--- src/rtl/controle_pkg.sv ---
// rtl/controle_pkg.sv - shared opcode, state and ALU-idle constants for controle
package controle_pkg;

    typedef enum logic [2:0] {
        BUSCA   = 3'd0,
        DECOD   = 3'd1,
        EXEC    = 3'd2,
        MEM     = 3'd3,
        ESCREVE = 3'd4,
        PARADO  = 3'd5
    } state_t;

    localparam logic [3:0] OP_HLF   = 4'd1;
    localparam logic [3:0] OP_LFH   = 4'd2;
    localparam logic [3:0] OP_BNE   = 4'd3;
    localparam logic [3:0] OP_LW    = 4'd4;
    localparam logic [3:0] OP_SW    = 4'd5;
    localparam logic [3:0] OP_BEQ   = 4'd6;
    localparam logic [3:0] OP_CNT   = 4'd7;
    localparam logic [3:0] OP_SET   = 4'd8;
    localparam logic [3:0] ALU_IDLE = 4'd0;

    function automatic logic is_legal(input logic [3:0] opc);
        return (opc >= OP_HLF) && (opc <= OP_SET);
    endfunction

endpackage

--- src/rtl/contador_instr.sv ---
// rtl/contador_instr.sv - wrapping counter with synchronous clear and enable
module contador_instr #(
    parameter int W = 8
) (
    input  logic         clock,
    input  logic         clear,
    input  logic         enable,
    output logic [W-1:0] count
);

    always_ff @(posedge clock) begin
        if (clear)
            count <= '0;
        else if (enable)
            count <= count + W'(1);
    end

endmodule

--- src/rtl/controle.sv ---
// rtl/controle.sv - multicycle control unit: fetch, decode, execute, memory, write-back
module controle
    import controle_pkg::*;
#(
    parameter int CNT_W = 8
) (
    input  logic             clock,
    input  logic             reset,
    input  logic [3:0]       Opcode,
    input  logic             Zero,
    input  logic             MemReady,
    output logic [3:0]       ALUctl,
    output logic             IRWrite,
    output logic             PCWrite,
    output logic             PCSrc,
    output logic             MemRead,
    output logic             MemWrite,
    output logic             RegWrite,
    output logic             MemToReg,
    output logic             Halt,
    output logic [2:0]       State,
    output logic [CNT_W-1:0] InstrCount
);

    state_t     state_q;
    state_t     state_d;
    logic [3:0] op;
    logic       retire;

    always_ff @(posedge clock) begin
        if (reset) begin
            state_q <= BUSCA;
            op      <= ALU_IDLE;
        end else begin
            state_q <= state_d;
            if (state_q == DECOD)
                op <= Opcode;
        end
    end

    always_comb begin
        state_d  = state_q;
        ALUctl   = ALU_IDLE;
        IRWrite  = 1'b0;
        PCWrite  = 1'b0;
        PCSrc    = 1'b0;
        MemRead  = 1'b0;
        MemWrite = 1'b0;
        RegWrite = 1'b0;
        MemToReg = 1'b0;
        Halt     = 1'b0;
        retire   = 1'b0;

        case (state_q)
            BUSCA: begin
                MemRead = 1'b1;
                if (MemReady) begin
                    IRWrite = 1'b1;
                    PCWrite = 1'b1;
                    state_d = DECOD;
                end
            end

            DECOD: begin
                state_d = is_legal(Opcode) ? EXEC : PARADO;
            end

            EXEC: begin
                ALUctl = op;
                case (op)
                    OP_HLF, OP_LFH, OP_CNT, OP_SET: state_d = ESCREVE;
                    // ula reports "taken" as Zero=1 for both beq and bne
                    OP_BEQ, OP_BNE: begin
                        PCWrite = Zero;
                        PCSrc   = Zero;
                        retire  = 1'b1;
                        state_d = BUSCA;
                    end
                    OP_LW, OP_SW:                   state_d = MEM;
                    default:                        state_d = BUSCA;
                endcase
            end

            MEM: begin
                ALUctl   = op;
                MemRead  = (op == OP_LW);
                MemWrite = (op == OP_SW);
                if (MemReady) begin
                    if (op == OP_LW) begin
                        state_d = ESCREVE;
                    end else begin
                        retire  = 1'b1;
                        state_d = BUSCA;
                    end
                end
            end

            ESCREVE: begin
                ALUctl   = op;
                RegWrite = 1'b1;
                MemToReg = (op == OP_LW);
                retire   = 1'b1;
                state_d  = BUSCA;
            end

            PARADO: begin
                Halt    = 1'b1;
                state_d = PARADO;
            end

            default: state_d = BUSCA;
        endcase
    end

    assign State = state_q;

    contador_instr #(
        .W (CNT_W)
    ) u_contador (
        .clock  (clock),
        .clear  (reset),
        .enable (retire),
        .count  (InstrCount)
    );

endmodule
--- config.mk ---
export PLATFORM = sky130hd
export DESIGN_NAME = controle
export DESIGN_NICKNAME = d
export VERILOG_FILES = /design/src/rtl/controle_pkg.sv /design/src/rtl/contador_instr.sv /design/src/rtl/controle.sv
export SDC_FILE = /design/constraint.sdc
export NUM_CORES = 1
export LEC_CHECK = 0
export BUFFER_PORTS_ARGS = -buffer_cell sky130_fd_sc_hd__buf_2
export CAP_MARGIN = 20
export CORE_MARGIN = 4
export CORE_UTILIZATION = 49
export DETAILED_ROUTE_END_ITERATION = 7
export PLACE_DENSITY = 0.8
export SETUP_SLACK_MARGIN = 0.02
export SLEW_MARGIN = 30
export SYNTH_ARGS = -nofsm -noshare
export SYNTH_HDL_FRONTEND = slang
export SYNTH_SLANG_ARGS = --single-unit
--- constraint.sdc ---
create_clock -name clock -period 2.2 [get_ports clock]
set_input_delay 0.22 -clock clock [delete_from_list [all_inputs] [get_ports clock]]
set_output_delay 0.22 -clock clock [all_outputs]
set_load 0.1 [all_outputs]
==> qor.yml <==
grt:
  grt_pass1_wl_um: 4200
  grt_max_degree: 17
  grt_usage: 0.203
  antenna_found_initial: 0
  grt_overflow: 0
  grt_pass1_vias: 900
power:
  p_per_area_nw_per_um2: 603
  seqPwrFrac: 0.427
  sw_frac_of_total: 0.420
  clkPwrFrac: 0.211
  power.switching_mw: 0.311
  ir_drop_v: 0.000483
  power.leakage_nw: 0.483
  internal_power_mw: 0.429
  p_comb_frac: 0.362
route:
  firstDrtPassIters: 6
  vias_per_cell: 5.56
  antenna_left: 0
  drc: 0
  wl_per_cell_um: 13.8
  dr_total_vias: 973
  routed_wl_um: 2410
  drt_first_iter_violations: 33
synth:
  synth.distinct_cells: 36
  syn-cell-area_um2: 936
  synthFlopType: "dfxtp_1"
  ys_warn_count: 0
  synthArstFlopShare: 0
  synth_nets: 132
  synth_area_per_cell_um2: 7.61
  postSynthCellCount: 123
  synth_edf_count: 0
  synth_seq_cells: 15
  ys_seq_area_frac: 0.321
worst_setup_path:
  slowest_stage: "or3_1"
  crit_arrival_ns: 1.78
  crit_chain: "nand2b_4 -> or3_1 -> nor3_1 -> nor2_1 -> nor2_2 -> buf_12"
  crit_start: "op[3]$_SDFFE_PP0N_"
  crit_end: "MemRead"
  required_ns: 1.98
  endpoint_kind: "output pin"
  startpoint_type: "flip-flop"
  r2r_slack_ns: 0.27
  crit_type: "flip-flop to output pin"
  r2r_end: "u_contador.count[5]$_SDFFE_PP0P_"
  max_stage_delay_ns: 0.39
  crit_fanout: 7
  rr_worst_depth: 5
  worst_r2r_startpoint: "op[1]$_SDFFE_PP0N_"
placed_design:
  detailedPlace.worstSlack_ns: 0.116
  port_buffers: 30
  gp_congestion: 0.814
  dp_hpwl_um: 1830
  dpl_cell_area_um2: 1200
clock_network:
  cts_tree: "yes"
  clk_path_buf_depth: 2
  postCtsResizedCells: 0
  worstSkewPairLatency_ns: 0.28
  cts_root_buffer: "clkbuf_4"
  postCtsSetupBuffers: 0
  clock-sinks: 15
  htree_num_levels: 1
  numCtsBuffers: 3
  postCtsHoldBufs: 0
  clk_pin_slew_worst_paths_ns: 0.08
floorplan:
  dieArea_um2: 2670
  ioPinCount: 31
  start_util: 0.530
  die-width_um: 51.7
  die_y_um: 51.7
  fp.coreArea_um2: 1760
  placementRows: 15
timing:
  worstMarginPinSlew_ns: 0.493
  final.period_utilization: 0.911
  relSlewSlack: 0.673
  max_freq_mhz: 499
  rsz0062_at_grt: "no"
  finClkSkew_ns: 0.00443
  hold_violations: 0
  min_period_ns: 2.00
  slew_violations: 0
  worst_slack_ns: 0.196
  setup_viol: 0
min_path:
  min_path_type: "input port to flip-flop"
status:
  status: "finished clean"
final_layout:
  fillers: 158
  fin_area_um2: 1230
  drive_above_1_share: 0.360
  fin_nets: 160
  antenna_cells: 0
  fin_util: 0.696
  syn_to_final_growth_pct: 31.3
job:
  maxCapViolCount: 0
## placed cells by master, fill, tap and decap left out, drive strengths merged, types with 2 or more instances in the layout
cell / netlist / layout
xnor2: 2 / 2
nor2b: 6 / 6
o21ai: 12 / 12
dfxtp: 15 / 15
inv: 5 / 5
a21oi: 12 / 12
mux2i: 3 / 3
nor2: 13 / 13
xor2: 2 / 2
nor3: 6 / 6
clkbuf: 3 / 5
nor4: 2 / 2
or3: 6 / 6
buf: 5 / 30
nand2: 9 / 9
nand3: 4 / 4
nand2b: 2 / 2
## cell usage after synthesis, types with 2 or more instances
library cell	n	area, um^2
nand2_1	9	33.8
mux2i_1	3	30.0
nand3_1	4	20.0
buf_2	2	10.0
buf_6	2	22.5
nor3_1	6	30.0
clkbuf_1	3	11.3
xor2_1	2	17.5
nor4_1	2	12.5
o21ai_0	12	60.1
nor2b_1	6	37.5
dfxtp_1	15	300
nor2_1	13	48.8
xnor2_1	2	17.5
a21oi_1	12	60.1
inv_1	5	18.8
or3_1	6	37.5
## stage by stage
step | instances | total power [mW] | setup TNS, ns | hold slack (ns)
after floorplan | 123 | 0.541 | -2.54 | 0.356
after global placement | 171 | 0.583 | 0 | 0.474
after detailed placement | 171 | 0.588 | 0 | 0.484
after CTS | 175 | 0.742 | 0 | 0.187
after global routing | 175 | 0.777 | 0 | 0.181
final | 175 | 0.741 | 0 | 0.188
## flip-flops by register name (all words and copies together), names as in the netlist
name,count
State,3
op,4
u_contador.count,8
## logic make-up (layout without fill, tap and decap cells)
group,after synthesis,count (layout),share of synthesized area
flip-flops,15,15,0.321
AO/OA/AOI/OAI,32,32,0.211
adder cells (fa/ha/maj),1,1,0.0134
XOR/XNOR,4,4,0.0374
multiplexers,4,4,0.0441
buffers and inverters,13,40,0.0709
AND/OR/NAND/NOR,54,54,0.302
## worst max-delay path, delay by kind of cell, from the launching register on
family        cells  cell delay [ns]
simple gates      5             0.95
flops             1             0.37
buf+inv           1             0.19
## routing by layer
layer,part of all wire,vias up,routed length [um],track usage
met5,0,-,0,0
li1,-,489,-,-
met4,0,0,0,0.0262
met2,0.51,44,1230,0.333
met1,0.42,440,1010,0.272
met3,0.071,0,172,0.0544
## power groups by stage
| stage | logic, mW | registers (mW) | clock network, mW |
|---|---|---|---|
| global route | 0.283 | 0.321 | 0.173 |
| floorplan | 0.203 | 0.338 | 0 |
| global placement | 0.261 | 0.321 | 0 |
| CTS | 0.267 | 0.316 | 0.159 |
| detailed placement | 0.266 | 0.322 | 0 |
| finish | 0.268 | 0.317 | 0.156 |
## area by class of cell
class / instances / area (um^2) / share of cell area
Clock buffer: 4 / 26.3 / 0.0214
Inverter: 5 / 18.8 / 0.0153
Multi-Input combinational cell: 95 / 663 / 0.540
Sequential cell: 15 / 314 / 0.256
Tap cell: 25 / 31.3 / 0.0255
Timing Repair Buffer: 31 / 175 / 0.143
## worst min path at each step
stage | start | to | slack [ns] | cells after the start
after floorplan | Opcode[0] | op[0]$_SDFFE_PP0N_ | 0.36 | 2
after global placement | u_contador.count[7]$_SDFFE_PP0P_ | u_contador.count[7]$_SDFFE_PP0P_ | 0.47 | 2
after detailed placement | Opcode[0] | op[0]$_SDFFE_PP0N_ | 0.48 | 3
after CTS | Opcode[2] | op[2]$_SDFFE_PP0N_ | 0.19 | 3
after global routing | Opcode[2] | op[2]$_SDFFE_PP0N_ | 0.18 | 3
final | Opcode[2] | op[2]$_SDFFE_PP0N_ | 0.19 | 3
Note: power is estimated with default switching activity, not from simulation.
